--- src/rtl/fifo_rd_packer.sv ---
// Packs PACK words from a show-ahead FIFO read port into one wide valid/ready beat; flush closes a partial beat.
// Latency: beat-completing pop in cycle N -> out_valid in N+1. Backpressure: beat held stable, no pops while held.
// Optional: FIFO_RD_PACKER_LAST_EN adds out_last, marking beats closed by flush.
module fifo_rd_packer #(
    parameter int WIDTH = 10,
    parameter int PACK  = 4
) (
    input  logic                  clk,
    input  logic                  rst,
    input  logic                  fifo_empty,
    input  logic [WIDTH-1:0]      fifo_data,
    output logic                  fifo_en,
    input  logic                  flush,
    output logic                  out_valid,
    input  logic                  out_ready,
    output logic [WIDTH*PACK-1:0] out_data,
    output logic [PACK-1:0]       out_keep
`ifdef FIFO_RD_PACKER_LAST_EN
    ,
    output logic                  out_last
`endif
);

    localparam int CW = $clog2(PACK + 1);

    typedef enum logic {FILL, HOLD} state_t;

    state_t                  state, state_d;
    logic [CW-1:0]           cnt, cnt_d;
    logic [WIDTH*PACK-1:0]   data_q, data_d;
    logic [PACK-1:0]         keep_q, keep_d;
    logic                    pop;
`ifdef FIFO_RD_PACKER_LAST_EN
    logic                    last_q, last_d;
`endif

    assign out_valid = (state == HOLD);
    assign fifo_en   = !fifo_empty && (!out_valid || out_ready) && !rst;
    assign pop       = fifo_en;
    assign out_data  = data_q;
    assign out_keep  = keep_q;
`ifdef FIFO_RD_PACKER_LAST_EN
    assign out_last  = last_q;
`endif

    always_comb begin
        state_d = state;
        cnt_d   = cnt;
        data_d  = data_q;
        keep_d  = keep_q;
`ifdef FIFO_RD_PACKER_LAST_EN
        last_d  = last_q;
`endif
        case (state)
            FILL: begin
                if (pop) begin
                    for (int i = 0; i < PACK; i++) begin
                        if (cnt == CW'(i)) begin
                            data_d[i*WIDTH +: WIDTH] = fifo_data;
                            keep_d[i]                = 1'b1;
                        end
                    end
                    cnt_d = cnt + CW'(1);
                end
                // A flush on an empty accumulator with no pop has nothing to close.
                if ((pop && cnt == CW'(PACK - 1)) || (flush && (cnt != '0 || pop))) begin
                    state_d = HOLD;
`ifdef FIFO_RD_PACKER_LAST_EN
                    last_d  = flush;
`endif
                end
            end
            HOLD: begin
                if (out_ready) begin
                    state_d = FILL;
                    data_d  = '0;
                    keep_d  = '0;
                    cnt_d   = '0;
`ifdef FIFO_RD_PACKER_LAST_EN
                    last_d  = 1'b0;
`endif
                    // Word popped in the handshake cycle starts the next beat.
                    if (pop) begin
                        data_d[WIDTH-1:0] = fifo_data;
                        keep_d[0]         = 1'b1;
                        cnt_d             = CW'(1);
                    end
                end
            end
            default: state_d = FILL;
        endcase
    end

    always_ff @(posedge clk) begin
        if (rst) begin
            state  <= FILL;
            cnt    <= '0;
            data_q <= '0;
            keep_q <= '0;
`ifdef FIFO_RD_PACKER_LAST_EN
            last_q <= 1'b0;
`endif
        end else begin
            state  <= state_d;
            cnt    <= cnt_d;
            data_q <= data_d;
            keep_q <= keep_d;
`ifdef FIFO_RD_PACKER_LAST_EN
            last_q <= last_d;
`endif
        end
    end

endmodule
--- config.mk ---
export PLATFORM = sky130hd
export DESIGN_NAME = fifo_rd_packer
export DESIGN_NICKNAME = d
export VERILOG_FILES = /design/src/rtl/fifo_rd_packer.sv
export SDC_FILE = /design/constraint.sdc
export NUM_CORES = 1
export LEC_CHECK = 0
export ABC_AREA = 1
export CAP_MARGIN = 0
export CORE_MARGIN = 4
export CORE_UTILIZATION = 25
export DETAILED_ROUTE_END_ITERATION = 10
export PLACE_DENSITY_LB_ADDON = 0.2
export SYNTH_ARGS = -nofsm -noshare
export SYNTH_HDL_FRONTEND = slang
export SYNTH_SLANG_ARGS = --single-unit
--- constraint.sdc ---
create_clock -name clk -period 2.9 [get_ports clk]
set_clock_uncertainty 0.05 [all_clocks]
set_input_delay 0.58 -clock clk [delete_from_list [all_inputs] [get_ports clk]]
set_output_delay 0.58 -clock clk [all_outputs]
set_load 0.03 [all_outputs]
==> impl_metrics.env <==
export IMPL_outcome="complete, no violations"
export IMPL_cts_buffer_count=5
export IMPL_clockBufferDepth=2
export IMPL_post_cts_hold_buffer_count=0
export IMPL_cap_viol_max_count=0
export IMPL_period_minus_slack_ns=2.326
export IMPL_netlist_top_cell_by_area="sky130_fd_sc_hd__dfxtp_1"
export IMPL_synth_top_area_share_pct=47.82
export IMPL_worstSetupEndpointType="output port"
export IMPL_vdd_ir_drop_max_v=0.0001958
export IMPL_rsz_0062_raised_after_global_routing="false"
export IMPL_setup_reg_to_reg_worst_slack_ns=1.08
export IMPL_synthToLayoutAreaGrowth_pct=36.61
export IMPL_remaining_drc_errors=0
export IMPL_yosysWarnings=0
export IMPL_num_vias=1850
export IMPL_final_max_slew_viol_count=0
export IMPL_crit_reg2reg_capture="out_data[19]$_SDFFE_PP0P_"
export IMPL_synthesis_area_per_instance_um2=7.729
export IMPL_rows=32
export IMPL_clk_transition_reported_paths_ns=0.08
export IMPL_syn_cell_area_mm2=0.002009
export IMPL_pin_count=61
export IMPL_route_detailed_vias_per_inst=4.436
export IMPL_globalRoute_totalOverflow=0
export IMPL_die_w_um=97.66
export IMPL_drt_first_iter_violations=58
export IMPL_cp_max_fanout=5
export IMPL_core_area_mm2=0.007767
export IMPL_power_density_mw_per_mm2=503.3
export IMPL_crit_path_top_delay_cell="sky130_fd_sc_hd__clkdlybuf4s50_1"
export IMPL_antenna_found_initial=0
export IMPL_leakagePower_uw=0.001075
export IMPL_numClockSinks=48
export IMPL_finalSetupTns_ns=0
export IMPL_worst_r2r_startpoint="out_valid$_SDFF_PP0_"
export IMPL_detail_route_antenna_nets=0
export IMPL_post_synthesis_sequential_area_ratio_pct=47.82
export IMPL_synthesized_nets=280
export IMPL_fp_dieH_um=97.66
export IMPL_io_buffer_count=60
export IMPL_place_congestion=0.7412
export IMPL_min_delay_worst_endpoint="out_data[6]$_SDFFE_PP0P_"
export IMPL_detailedRoute_firstPassIterationCount=4
export IMPL_min_path_type="flop to flop"
export IMPL_post_route_period_util_pct=80.22
export IMPL_clockRootBuffer="sky130_fd_sc_hd__clkbuf_8"
export IMPL_tritoncts_clock_tree="yes"
export IMPL_final_cell_mix="67 x sky130_fd_sc_hd__nand2_1, 59 x sky130_fd_sc_hd__clkdlybuf4s50_1, 53 x sky130_fd_sc_hd__nand3_1"
export IMPL_post_synthesis_cell_type_count=16
export IMPL_drt_total_wl_um=5813
export IMPL_critical_path_class="primary input to output port"
export IMPL_post_cts_resize_count=0
export IMPL_cp_data_required_time_ns=2.27
export IMPL_start_util_pct=25.87
export IMPL_grt_pass1_vias=1766
export IMPL_min_from="out_data[6]$_SDFFE_PP0P_"
export IMPL_grt_max_degree=36
export IMPL_worstMarginPinSlew_ns=0.4815
export IMPL_clk_latency_ns=0.29
export IMPL_timing_final_setup_violations=0
export IMPL_worst_r2r_path_depth=5
export IMPL_design_power_total_uw=1382
export IMPL_startpoint_type="primary input"
export IMPL_most_common_cell_after_layout_fill_and_taps_aside="sky130_fd_sc_hd__nand2_1"
export IMPL_layout_nets=334
export IMPL_drive_gt1_share_pct=6.032
export IMPL_synth_seq_cells=48
export IMPL_route_detailed_wl_per_inst_um=13.94
export IMPL_final_hold_viol_count=0
export IMPL_cell_chain_of_the_critical_path="clkdlybuf4s50_1 > nor2_8 > nand2_4 > inv_1 > buf_4"
export IMPL_fmax_mhz=429.8
export IMPL_critical_path_max_stage_delay_ns=0.56
export IMPL_post_cts_setup_buffers=0
export IMPL_gr_usage_all_layers_pct=12.46
export IMPL_antenna_diode_count=0
export IMPL_cts_htree_levels=2
export IMPL_fillerInstances=880
export IMPL_synth_area_top_cells="sky130_fd_sc_hd__dfxtp_1 48%, sky130_fd_sc_hd__nand3_1 13%, sky130_fd_sc_hd__nand2_1 13%"
export IMPL_die_area_mm2=0.009537
export IMPL_timing_hold_worst_path_depth=2
export IMPL_max_slew_margin_rel_pct=67.86
export IMPL_worstPathArrival_ns=1.70
export IMPL_dpl_hpwl_um=4165
export IMPL_grt_pass1_wl_um=9618
export IMPL_post_synth_inst_count=260
cell type report:
cell class	instances	area, um^2	area share, %
flip-flops and latches	48	960.9	35.00
multi-input cells	175	863.3	31.45
repair buffers	63	620.6	22.61
well taps	102	127.6	4.649
clock buffers	7	86.33	3.145
inverters	21	78.83	2.871
clock inverters	1	7.507	0.2735
cell usage after synthesis:
cell type	count
sky130_fd_sc_hd__inv_1	21
sky130_fd_sc_hd__nand3_2	1
sky130_fd_sc_hd__ha_1	5
sky130_fd_sc_hd__nand2_1	67
sky130_fd_sc_hd__nand3_1	53
sky130_fd_sc_hd__nand2_2	4
sky130_fd_sc_hd__clkbuf_1	3
sky130_fd_sc_hd__dfxtp_1	48
sky130_fd_sc_hd__nor2_8	1
sky130_fd_sc_hd__a21oi_1	38
sky130_fd_sc_hd__buf_6	5
sky130_fd_sc_hd__buf_1	1
sky130_fd_sc_hd__buf_2	7
sky130_fd_sc_hd__nor2_1	3
sky130_fd_sc_hd__o21ai_0	1
sky130_fd_sc_hd__nand2_4	2
how the worst max path moves through the flow:
stage	slack [ns]	cells past startpoint	end	start
floorplan	1.03	5	fifo_en	rst
global placement	0.54	5	fifo_en	fifo_empty
detailed placement	0.55	5	fifo_en	fifo_empty
CTS	0.55	5	fifo_en	fifo_empty
global route	0.50	5	fifo_en	fifo_empty
finish	0.57	5	fifo_en	fifo_empty
per-layer routing:
metal,part of all wire [%],global-route usage [%],routed length [um],vias to the layer above
met4,1.0,3.514,60,0
met1,51,18.33,2982,835
met3,6.8,3.661,395,5
li1,-,-,-,949
met5,0,0,0,-
met2,41,17.45,2374,61
worst max-delay path, delay by kind of cell:
family / cells / cell delay, ns
and+or+nand+nor: 2 / 0.29
buffers and inverters: 3 / 0.83
through the flow:
stage               cells  worst slack [ns]  hold WS (ns)  utilization, %  cell area, um^2
floorplan             260             1.030        0.3890               -             2009
finish                417            0.5736        0.4161           35.34             2745
global route          417            0.4982        0.4345           35.34             2745
CTS                   417            0.5454        0.4192           35.34             2745
global placement      409            0.5405        0.4038           34.13             2651
detailed placement    409            0.5515        0.4051           34.13             2651
logic make-up after synthesis:
family                   count (synthesis)  synth area share [%]
flip-flops                              48                 47.82
buffers and inverters                   37                 9.215
AO/OA/AOI/OAI                           39                 9.713
adder cells (fa/ha/maj)                  5                 3.113
AND/OR/NAND/NOR                        131                 30.14
state kept, by name, summed over array words and instances, names as in the netlist:
register / flops
cnt: 3
out_valid: 1
out_keep: 4
out_data: 40
power by group:
group          switching, uW  leakage, uW  internal, uW
sequential              17.5     0.000390           687
combinational            168     0.000641          94.0
clock                    220    0.0000445           194
total                    406      0.00108           975
Power figures use the tool's default switching activity.
